[src/rtl/sensor_conditioner.sv]
// -----------------------------------------------------------------------------
// sensor_conditioner
//
// Purpose:
//   Conditions N_CH asynchronous sensor inputs. Each channel is synchronised
//   with two flops, debounced with a stability counter, and turned into edge
//   pulses. Rising edges raise a sticky event flag that the downstream buzzer
//   state machine acknowledges. A rising edge that arrives while the previous
//   event is still unacknowledged raises a sticky overrun flag.
//
// Ports:
//   clk           in   1     system clock, rising edge
//   rst           in   1     asynchronous active-high reset
//   ena           in   1     channel-processing enable (synchroniser ignores it)
//   sensor_raw    in   N_CH  asynchronous raw sensor levels
//   evt_ack       in   N_CH  per-channel event acknowledge
//   ovr_clr       in   1     clears every overrun flag
//   sensor_clean  out  N_CH  debounced level (registered)
//   rise_pulse    out  N_CH  one-cycle pulse per debounced 0->1 transition
//   fall_pulse    out  N_CH  one-cycle pulse per debounced 1->0 transition
//   evt_pending   out  N_CH  sticky rising-event flag awaiting acknowledge
//   overrun       out  N_CH  sticky flag: rise seen while event still pending
//
// Handshake: evt_pending[i] is a level-style request; the consumer answers
// with evt_ack[i]=1 for at least one clock. An ack on an idle channel is
// ignored. A new rise on the same edge as an ack keeps the flag set, so the
// consumer never loses an event.
//
// Legal DB_CYCLES range is 2..255.
// -----------------------------------------------------------------------------
module sensor_conditioner #(
    parameter int N_CH      = 8,
    parameter int DB_CYCLES = 4
) (
    input  logic            clk,
    input  logic            rst,
    input  logic            ena,
    input  logic [N_CH-1:0] sensor_raw,
    input  logic [N_CH-1:0] evt_ack,
    input  logic            ovr_clr,
    output logic [N_CH-1:0] sensor_clean,
    output logic [N_CH-1:0] rise_pulse,
    output logic [N_CH-1:0] fall_pulse,
    output logic [N_CH-1:0] evt_pending,
    output logic [N_CH-1:0] overrun
);

    // Counter width is ceil(log2(DB_CYCLES)), never less than one bit.
    localparam int            CW      = (DB_CYCLES > 2) ? $clog2(DB_CYCLES) : 1;
    localparam logic [CW-1:0] CNT_MAX = CW'(DB_CYCLES - 1);

    logic [N_CH-1:0] sync1_q, sync2_q;
    logic [N_CH-1:0] clean_q, clean_d;
    logic [N_CH-1:0] rise_q, rise_d;
    logic [N_CH-1:0] fall_q, fall_d;
    logic [N_CH-1:0] pend_q, pend_d;
    logic [N_CH-1:0] ovr_q, ovr_d;
    logic [CW-1:0]   cnt_q [N_CH];
    logic [CW-1:0]   cnt_d [N_CH];

    // Debounce: the counter measures how long the synchronised input has
    // disagreed with the clean level. Any agreement restarts it, so a glitch
    // shorter than DB_CYCLES cycles never reaches the output.
    always_comb begin
        clean_d = clean_q;
        rise_d  = '0;
        fall_d  = '0;
        for (int i = 0; i < N_CH; i++) begin
            cnt_d[i] = cnt_q[i];
            if (ena) begin
                if (sync2_q[i] == clean_q[i]) begin
                    cnt_d[i] = '0;
                end else if (cnt_q[i] == CNT_MAX) begin
                    clean_d[i] = ~clean_q[i];
                    cnt_d[i]   = '0;
                    rise_d[i]  = ~clean_q[i];
                    fall_d[i]  = clean_q[i];
                end else begin
                    cnt_d[i] = cnt_q[i] + CW'(1);
                end
            end
        end
    end

    // Event bookkeeping. A new rise wins over a coincident ack; an ack is
    // enough to suppress the overrun on that same edge. A new overrun wins
    // over a coincident ovr_clr.
    always_comb begin
        pend_d = rise_d | (pend_q & ~evt_ack);
        ovr_d  = (ovr_q & {N_CH{~ovr_clr}}) | (rise_d & pend_q & ~evt_ack);
    end

    always_ff @(posedge clk or posedge rst) begin
        if (rst) begin
            sync1_q <= '0;
            sync2_q <= '0;
            clean_q <= '0;
            rise_q  <= '0;
            fall_q  <= '0;
            pend_q  <= '0;
            ovr_q   <= '0;
            for (int i = 0; i < N_CH; i++) begin
                cnt_q[i] <= '0;
            end
        end else begin
            // Synchroniser runs regardless of ena.
            sync1_q <= sensor_raw;
            sync2_q <= sync1_q;
            clean_q <= clean_d;
            rise_q  <= rise_d;
            fall_q  <= fall_d;
            pend_q  <= pend_d;
            ovr_q   <= ovr_d;
            for (int i = 0; i < N_CH; i++) begin
                cnt_q[i] <= cnt_d[i];
            end
        end
    end

    assign sensor_clean = clean_q;
    assign rise_pulse   = rise_q;
    assign fall_pulse   = fall_q;
    assign evt_pending  = pend_q;
    assign overrun      = ovr_q;

endmodule

[config.mk]
export PLATFORM = sky130hd
export DESIGN_NAME = sensor_conditioner
export DESIGN_NICKNAME = d
export VERILOG_FILES = /design/src/rtl/sensor_conditioner.sv
export SDC_FILE = /design/constraint.sdc
export NUM_CORES = 1
export LEC_CHECK = 0
export ABC_AREA = 0
export ABC_CLOCK_PERIOD_IN_PS = 2300
export CAP_MARGIN = 20
export CORE_MARGIN = 5
export CORE_UTILIZATION = 47
export CTS_BUF_LIST = sky130_fd_sc_hd__clkbuf_4 sky130_fd_sc_hd__clkbuf_8
export CTS_CLUSTER_DIAMETER = 200
export CTS_CLUSTER_SIZE = 24
export DETAILED_ROUTE_END_ITERATION = 6
export MAX_ROUTING_LAYER = met4
export PLACE_DENSITY = 0.78
export SLEW_MARGIN = 30
export SYNTH_ARGS = -nofsm -noshare
export SYNTH_HDL_FRONTEND = slang
export SYNTH_SLANG_ARGS = --single-unit
[constraint.sdc]
create_clock -name clk -period 2.3 [get_ports clk]
set_clock_uncertainty 0.1 [all_clocks]
set_input_delay 0.345 -clock clk [delete_from_list [all_inputs] [get_ports clk]]
set_output_delay 0.345 -clock clk [all_outputs]
set_load 0.05 [all_outputs]
==> results of run 1 <==
==> where the power goes <==
part           switching, mW  internal (mW)  total (mW)
Combinational          0.682          0.553        1.23
Sequential             0.195           1.51        1.71
Clock                  0.441          0.556       0.997
Total                   1.32           2.62        3.94
==> layer usage <==
metal / up-vias / GRT usage (%)
met1: 831 / 17.7
met4: 0 / 6.80
li1: 853 / -
met3: 7 / 3.80
met2: 43 / 23.2
met5: - / -
==> layout make-up <==
cell class / instances / area [um2]
Clock buffer: 11 / 151
Clock inverter: 5 / 55.1
Fill cell: 443 / 1950
Inverter: 33 / 124
Multi-Input combinational cell: 104 / 795
Sequential cell: 72 / 1800
Tap cell: 72 / 90.1
Timing Repair Buffer: 62 / 646
==> flip-flops by register name, indices dropped and copies added, names as in the netlist <==
signal / flops
sync2_q: 8
fall_pulse: 8
cnt_q: 16
overrun: 8
sync1_q: 8
sensor_clean: 8
rise_pulse: 8
evt_pending: 8
==> cells by family (layout without fill, tap and decap cells) <==
logic type	count (synthesis)	in the layout	share of synthesized area (%)
multiplexers	8	8	3.27
AND/OR/NAND/NOR	56	56	12.4
flip-flops	72	72	65.4
buffers and inverters	39	111	5.72
adder cells (fa/ha/maj)	8	8	3.63
AO/OA/AOI/OAI	24	24	7.04
XOR/XNOR	8	8	2.54
==> worst paths after layout <==
kind                                             startpoint                          end  slack, ns  cells after the start
worst max-delay path            sensor_clean[6]$_DFFE_PP0P_              sensor_clean[6]       0.28                      1
worst min register to register         sync1_q[4]$_DFF_PP0_         sync2_q[4]$_DFF_PP0_       0.25                      0
worst max register to register        cnt_q[10]$_DFFE_PP0P_        cnt_q[10]$_DFFE_PP0P_       1.00                      3
min in group clk                       sync1_q[4]$_DFF_PP0_         sync2_q[4]$_DFF_PP0_       0.25                      0
worst min-delay path                                    rst         overrun[6]$_DFF_PP0_       0.24                      2
max in group asynchronous                               rst  sensor_clean[4]$_DFFE_PP0P_       1.36                      3
==> synthesized netlist by cell type <==
library cell  number  share of area (%)
dfrtp_1           72                 65
o22ai_2            7                3.2
buf_4              2               0.55
mux2_2             8                3.3
nand2_1           24                3.3
nand4b_1           8                2.5
buf_1              1               0.14
o22ai_1           17                3.9
inv_1             33                4.5
nor3b_1            8                2.2
or3b_1             8                2.5
xnor2_1            8                2.5
buf_2              3               0.55
nand2b_1           8                1.8
ha_1               8                3.6
==> through the flow <==
stage | instances | setup slack (ns) | util (%) | instance area [um2]
after floorplan | 215 | 0.0301 | - | 2750
after global placement | 343 | 0.658 | 61.6 | 3460
after CTS | 359 | 0.261 | 65.3 | 3660
after detailed placement | 343 | 0.632 | 61.6 | 3460
final | 359 | 0.280 | 65.3 | 3660
after global routing | 359 | 0.203 | 65.3 | 3660
==> results.py, run 1 <==
metrics = {
    "worst_setup_path": {
        "crit_arrival_ns": 1.58,
        "critical_path.top_delay_family": "buffers and inverters",
        "crit_path_top_delay_cell": "clkdlybuf4s50_1",
        "cp_max_fo": 5,
        "worstPathCellList": "clkdlybuf4s50_1",
        "path_buf_inv": 1,
        "end_kind": "output port",
        "critPathRequiredTime_ns": 1.86,
        "cp-start-kind": "flip-flop",
        "crit_type": "flip-flop to output port",
        "slowest_delay_ns": 0.83,
    },
    "cts": {
        "clock_latency_ns": 0.33,
        "cts_buffer_depth": 2,
        "post-cts-setup-buffer-count": 0,
        "cts_sinks": 72,
        "cts_buffers": 9,
        "cts.clk_slew.worst_paths_ns": 0.07,
        "cts_resized": 0,
        "root_buffer": "clkbuf_8",
        "cts_tree": "yes",
        "htreeDepth": 3,
        "holdBufCountCts": 0,
    },
    "yosys": {
        "synth_area_per_cell_um2": 12.8,
        "yosysSeqAreaShare_pct": 65.4,
        "synthesis.instances": 215,
        "synth_cell_types": 15,
        "syn-num-nets": 243,
        "ys_warn_count": 0,
        "synth-seq-cells": 72,
        "synth.cell_area_um2": 2750,
    },
    "finish": {
        "nets": 310,
        "num_antenna_cells": 0,
        "drive_gt1_share_pct": 12.5,
        "mostFrequentLayoutCell": "dfrtp_1",
        "area_growth_pct": 33.0,
        "final_cell_mix": "dfrtp_1 (72), clkdlybuf4s50_1 (58), inv_1 (32)",
    },
    "routing": {
        "antenna_left": 0,
        "wl_per_cell_um": 13.3,
        "wl_um": 4780,
        "wl_met2_um": 2350,
        "routed_via_density": 4.83,
        "drt-initial-drc-count": 58,
        "topRoutingLayerUsed": "met4",
        "dr_wl_met3_um": 259,
        "drc": 0,
        "vias": 1734,
        "wirelength_met1_um": 2110,
        "first_pass_iters": 4,
    },
    "pwr": {
        "finalPower_mw": 3.94,
        "ir_drop_v": 0.000794,
        "leakagePower_nw": 1.71,
        "p_per_area_nw_per_um2": 1080,
    },
    "sta": {
        "hold_viol": 0,
        "relSlewSlack_pct": 66.2,
        "fin_setup_tns_ns": 0,
        "whs_ns": 0.244,
        "max_freq_mhz": 495,
        "period_needed_ns": 2.02,
        "tightest_slew_ns": 0.505,
        "rsz0062_at_grt": "false",
        "slew_viol_final": 0,
        "finalCritPeriodShare_pct": 87.8,
        "setup_viol_count_final": 0,
    },
    "min_path": {
        "worstHoldPathType": "primary input to async pin",
    },
    "floorplanning": {
        "core_area_um2": 5610,
        "fp.dieW_um": 86.5,
        "fp.dieArea_um2": 7490,
        "ioPinCount": 60,
        "start_util_pct": 49.1,
        "rows": 27,
        "die_h_um": 86.5,
    },
    "global_routing": {
        "grt_pass1_wl_um": 8280,
        "grt_max_degree": 49,
        "first_global_vias": 1838,
        "grt_util_all_layers_pct": 14.7,
        "antenna_found_initial": 0,
        "grt_overflow": 0,
    },
    "placement": {
        "gp_congestion": 0.686,
        "hpwlAfterDp_um": 3460,
        "port_buffers": 59,
    },
    "run_status": {
        "status": "finished clean",
    },
    "run": {
        "maxCapViolCount": 0,
    },
}
No activity file was read; power rests on OpenSTA's default activity.
==> run 2: changes to the inputs <==
--- a/config.mk
+++ b/config.mk
@@ -8,6 +8,7 @@
 export ABC_AREA = 0
 export ABC_CLOCK_PERIOD_IN_PS = 2300
 export CAP_MARGIN = 20
+export CORE_ASPECT_RATIO = 0.5
 export CORE_MARGIN = 5
 export CORE_UTILIZATION = 47
 export CTS_BUF_LIST = sky130_fd_sc_hd__clkbuf_4 sky130_fd_sc_hd__clkbuf_8
@@ -15,7 +16,7 @@
 export CTS_CLUSTER_SIZE = 24
 export DETAILED_ROUTE_END_ITERATION = 6
 export MAX_ROUTING_LAYER = met4
-export PLACE_DENSITY = 0.78
+export PLACE_DENSITY_LB_ADDON = 0.05
 export SLEW_MARGIN = 30
 export SYNTH_ARGS = -nofsm -noshare
 export SYNTH_HDL_FRONTEND = slang
==> run 2 against run 1 <==
Effect of this change: sequential power hardly changed; routed wire length is 5.0% higher; register-to-register slack got worse by 0.02 ns; combinational power is essentially flat; final cell count unchanged; first-iteration DRC count up 45%; global-route usage increased by 0.40 points; critical path depth did not move; setup slack worse by 0.025 ns; die area grew 1.2%; clock-buffer cell count grew 4; critical endpoint is now sensor_clean[4]; largest cell class unchanged; largest power group unchanged.
==> results.py, run 2 (synthesis gave the netlist of run 1 again) <==
metrics = {
    "run_status": {
        "status": "finished clean",
    },
    "pwr": {
        "p_int_mw": 2.56,
        "ir_drop_v": 0.000694,
        "p_per_area_nw_per_um2": 1070,
        "p_sw_mw": 1.30,
        "leakagePower_nw": 1.70,
        "p_comb_share_pct": 32.2,
        "pwr-share-clk_pct": 23.5,
        "swShare_pct": 33.8,
        "sequentialPowerShare_pct": 44.3,
    },
    "sta": {
        "fin_setup_tns_ns": 0,
        "rsz0062_at_grt": "false",
        "slew_viol_final": 0,
        "tightest_slew_ns": 0.751,
        "relSlewSlack_pct": 49.9,
        "setup_viol_count_final": 0,
        "fin_ws_ns": 0.255,
        "max_freq_mhz": 489,
        "finalCritPeriodShare_pct": 88.9,
        "hold_viol": 0,
        "period_needed_ns": 2.05,
    },
    "finish": {
        "area_growth_pct": 31.2,
        "final_cell_mix": "dfrtp_1 (72), clkdlybuf4s50_1 (58), inv_1 (32)",
        "top_register": "cnt_q",
        "fillers": 461,
        "nets": 310,
        "drive_gt1_share_pct": 12.2,
        "fin_cells": 359,
        "num_antenna_cells": 0,
        "largest_reg_flops": 16,
        "mostFrequentLayoutCell": "dfrtp_1",
    },
    "floorplanning": {
        "rows": 19,
        "fp.dieW_um": 118,
        "ioPinCount": 60,
        "start_util_pct": 49.3,
        "core_area_um2": 5590,
        "fp.dieArea_um2": 7580,
        "die_h_um": 64.1,
    },
    "placement": {
        "gp_congestion": 0.662,
        "dp_cells": 344,
        "port_buffers": 59,
        "post-place-ws_ns": 0.620,
        "hpwlAfterDp_um": 3360,
    },
    "worst_setup_path": {
        "worstPathCellList": "clkdlybuf4s50_1",
        "slowest_delay_ns": 0.84,
        "end_kind": "output port",
        "cp-start-kind": "flip-flop",
        "crit_type": "flip-flop to output port",
        "cp_max_fo": 5,
        "path_buf_inv": 1,
        "crit_arrival_ns": 1.60,
        "crit_path_top_delay_cell": "clkdlybuf4s50_1",
        "critical_path.top_delay_family": "buffers and inverters",
        "critPathRequiredTime_ns": 1.86,
    },
    "cts": {
        "holdBufCountCts": 0,
        "cts.clk_slew.worst_paths_ns": 0.06,
        "cts_buffer_depth": 2,
        "cts_resized": 0,
        "cts_sinks": 72,
        "post-cts-setup-buffer-count": 0,
        "cts_buffers": 9,
        "root_buffer": "clkbuf_8",
        "cts_tree": "yes",
        "htreeDepth": 3,
        "clock_latency_ns": 0.34,
    },
    "global_routing": {
        "grt_util_all_layers_pct": 15.1,
        "antenna_found_initial": 0,
        "grt_max_degree": 73,
        "grt_pass1_wl_um": 8560,
        "first_global_vias": 1797,
        "grt_overflow": 0,
    },
    "routing": {
        "wl_per_cell_um": 14.0,
        "drc": 0,
        "routed_via_density": 4.80,
        "vias": 1723,
        "drt-initial-drc-count": 84,
        "wl_um": 5020,
        "antenna_left": 0,
        "first_pass_iters": 4,
    },
    "run": {
        "maxCapViolCount": 0,
    },
    "min_path": {
        "worstHoldPathType": "flip-flop to flip-flop",
    },
}
-- run 2: cell types whose count changed in the layout (fill, tap and decap cells not counted), sizes merged --
cell,delta
bufinv,-1
clkbuf,+4
clkinv,-2
clkinvlp,-2
-- run 2: through the flow --
| stage | cell area, um2 | total power, mW | util, % | hold WS, ns |
|---|---|---|---|---|
| final | 3610 | 3.86 | 64.7 | 0.249 |
| after global routing | 3610 | 4.10 | 64.7 | 0.263 |
| after CTS | 3610 | 3.92 | 64.7 | 0.251 |
| after detailed placement | 3430 | 2.98 | 61.4 | 0.236 |
| after global placement | 3430 | 2.91 | 61.4 | 0.232 |
| after floorplan | 2750 | 2.61 | - | 0.231 |
-- run 2: per-layer routing --
metal | GRT usage [%] | vias up | part of all wire (%)
met5 | - | - | 0
met3 | 7.84 | 12 | 10
met4 | 6.44 | 0 | 1.9
met1 | 17.1 | 812 | 43
met2 | 22.8 | 55 | 45
li1 | - | 844 | -
-- run 2: layout make-up --
class	count	area, um2	share of cell area [%]
Sequential cell	72	1800	49.9
Multi-Input combinational cell	104	795	22.0
Timing Repair Buffer	62	621	17.2
Clock buffer	15	181	5.02
Inverter	33	124	3.43
Tap cell	73	91.3	2.53
-- run 2: worst paths after layout --
check                                            startpoint                     endpoint  slack (ns)  cells after the start
min in group asynchronous                               rst         sync1_q[6]$_DFF_PP0_        0.30                      3
worst max register to register        cnt_q[12]$_DFFE_PP0P_  sensor_clean[1]$_DFFE_PP0P_        0.98                      3
worst min-delay path                   sync1_q[3]$_DFF_PP0_         sync2_q[3]$_DFF_PP0_        0.25                      0
worst min register to register         sync1_q[3]$_DFF_PP0_         sync2_q[3]$_DFF_PP0_        0.25                      0
max in group asynchronous                               rst         cnt_q[0]$_DFFE_PP0P_        1.51                      3
worst max-delay path            sensor_clean[4]$_DFFE_PP0P_              sensor_clean[4]        0.25                      1
-- run 2: power by group through the flow --
stage	combinational [mW]	clock (mW)	sequential [mW]
global placement	1.20	0	1.70
detailed placement	1.25	0	1.73
finish	1.24	0.906	1.71
CTS	1.26	0.942	1.71
floorplan	0.594	0	2.01
global route	1.35	1.01	1.75
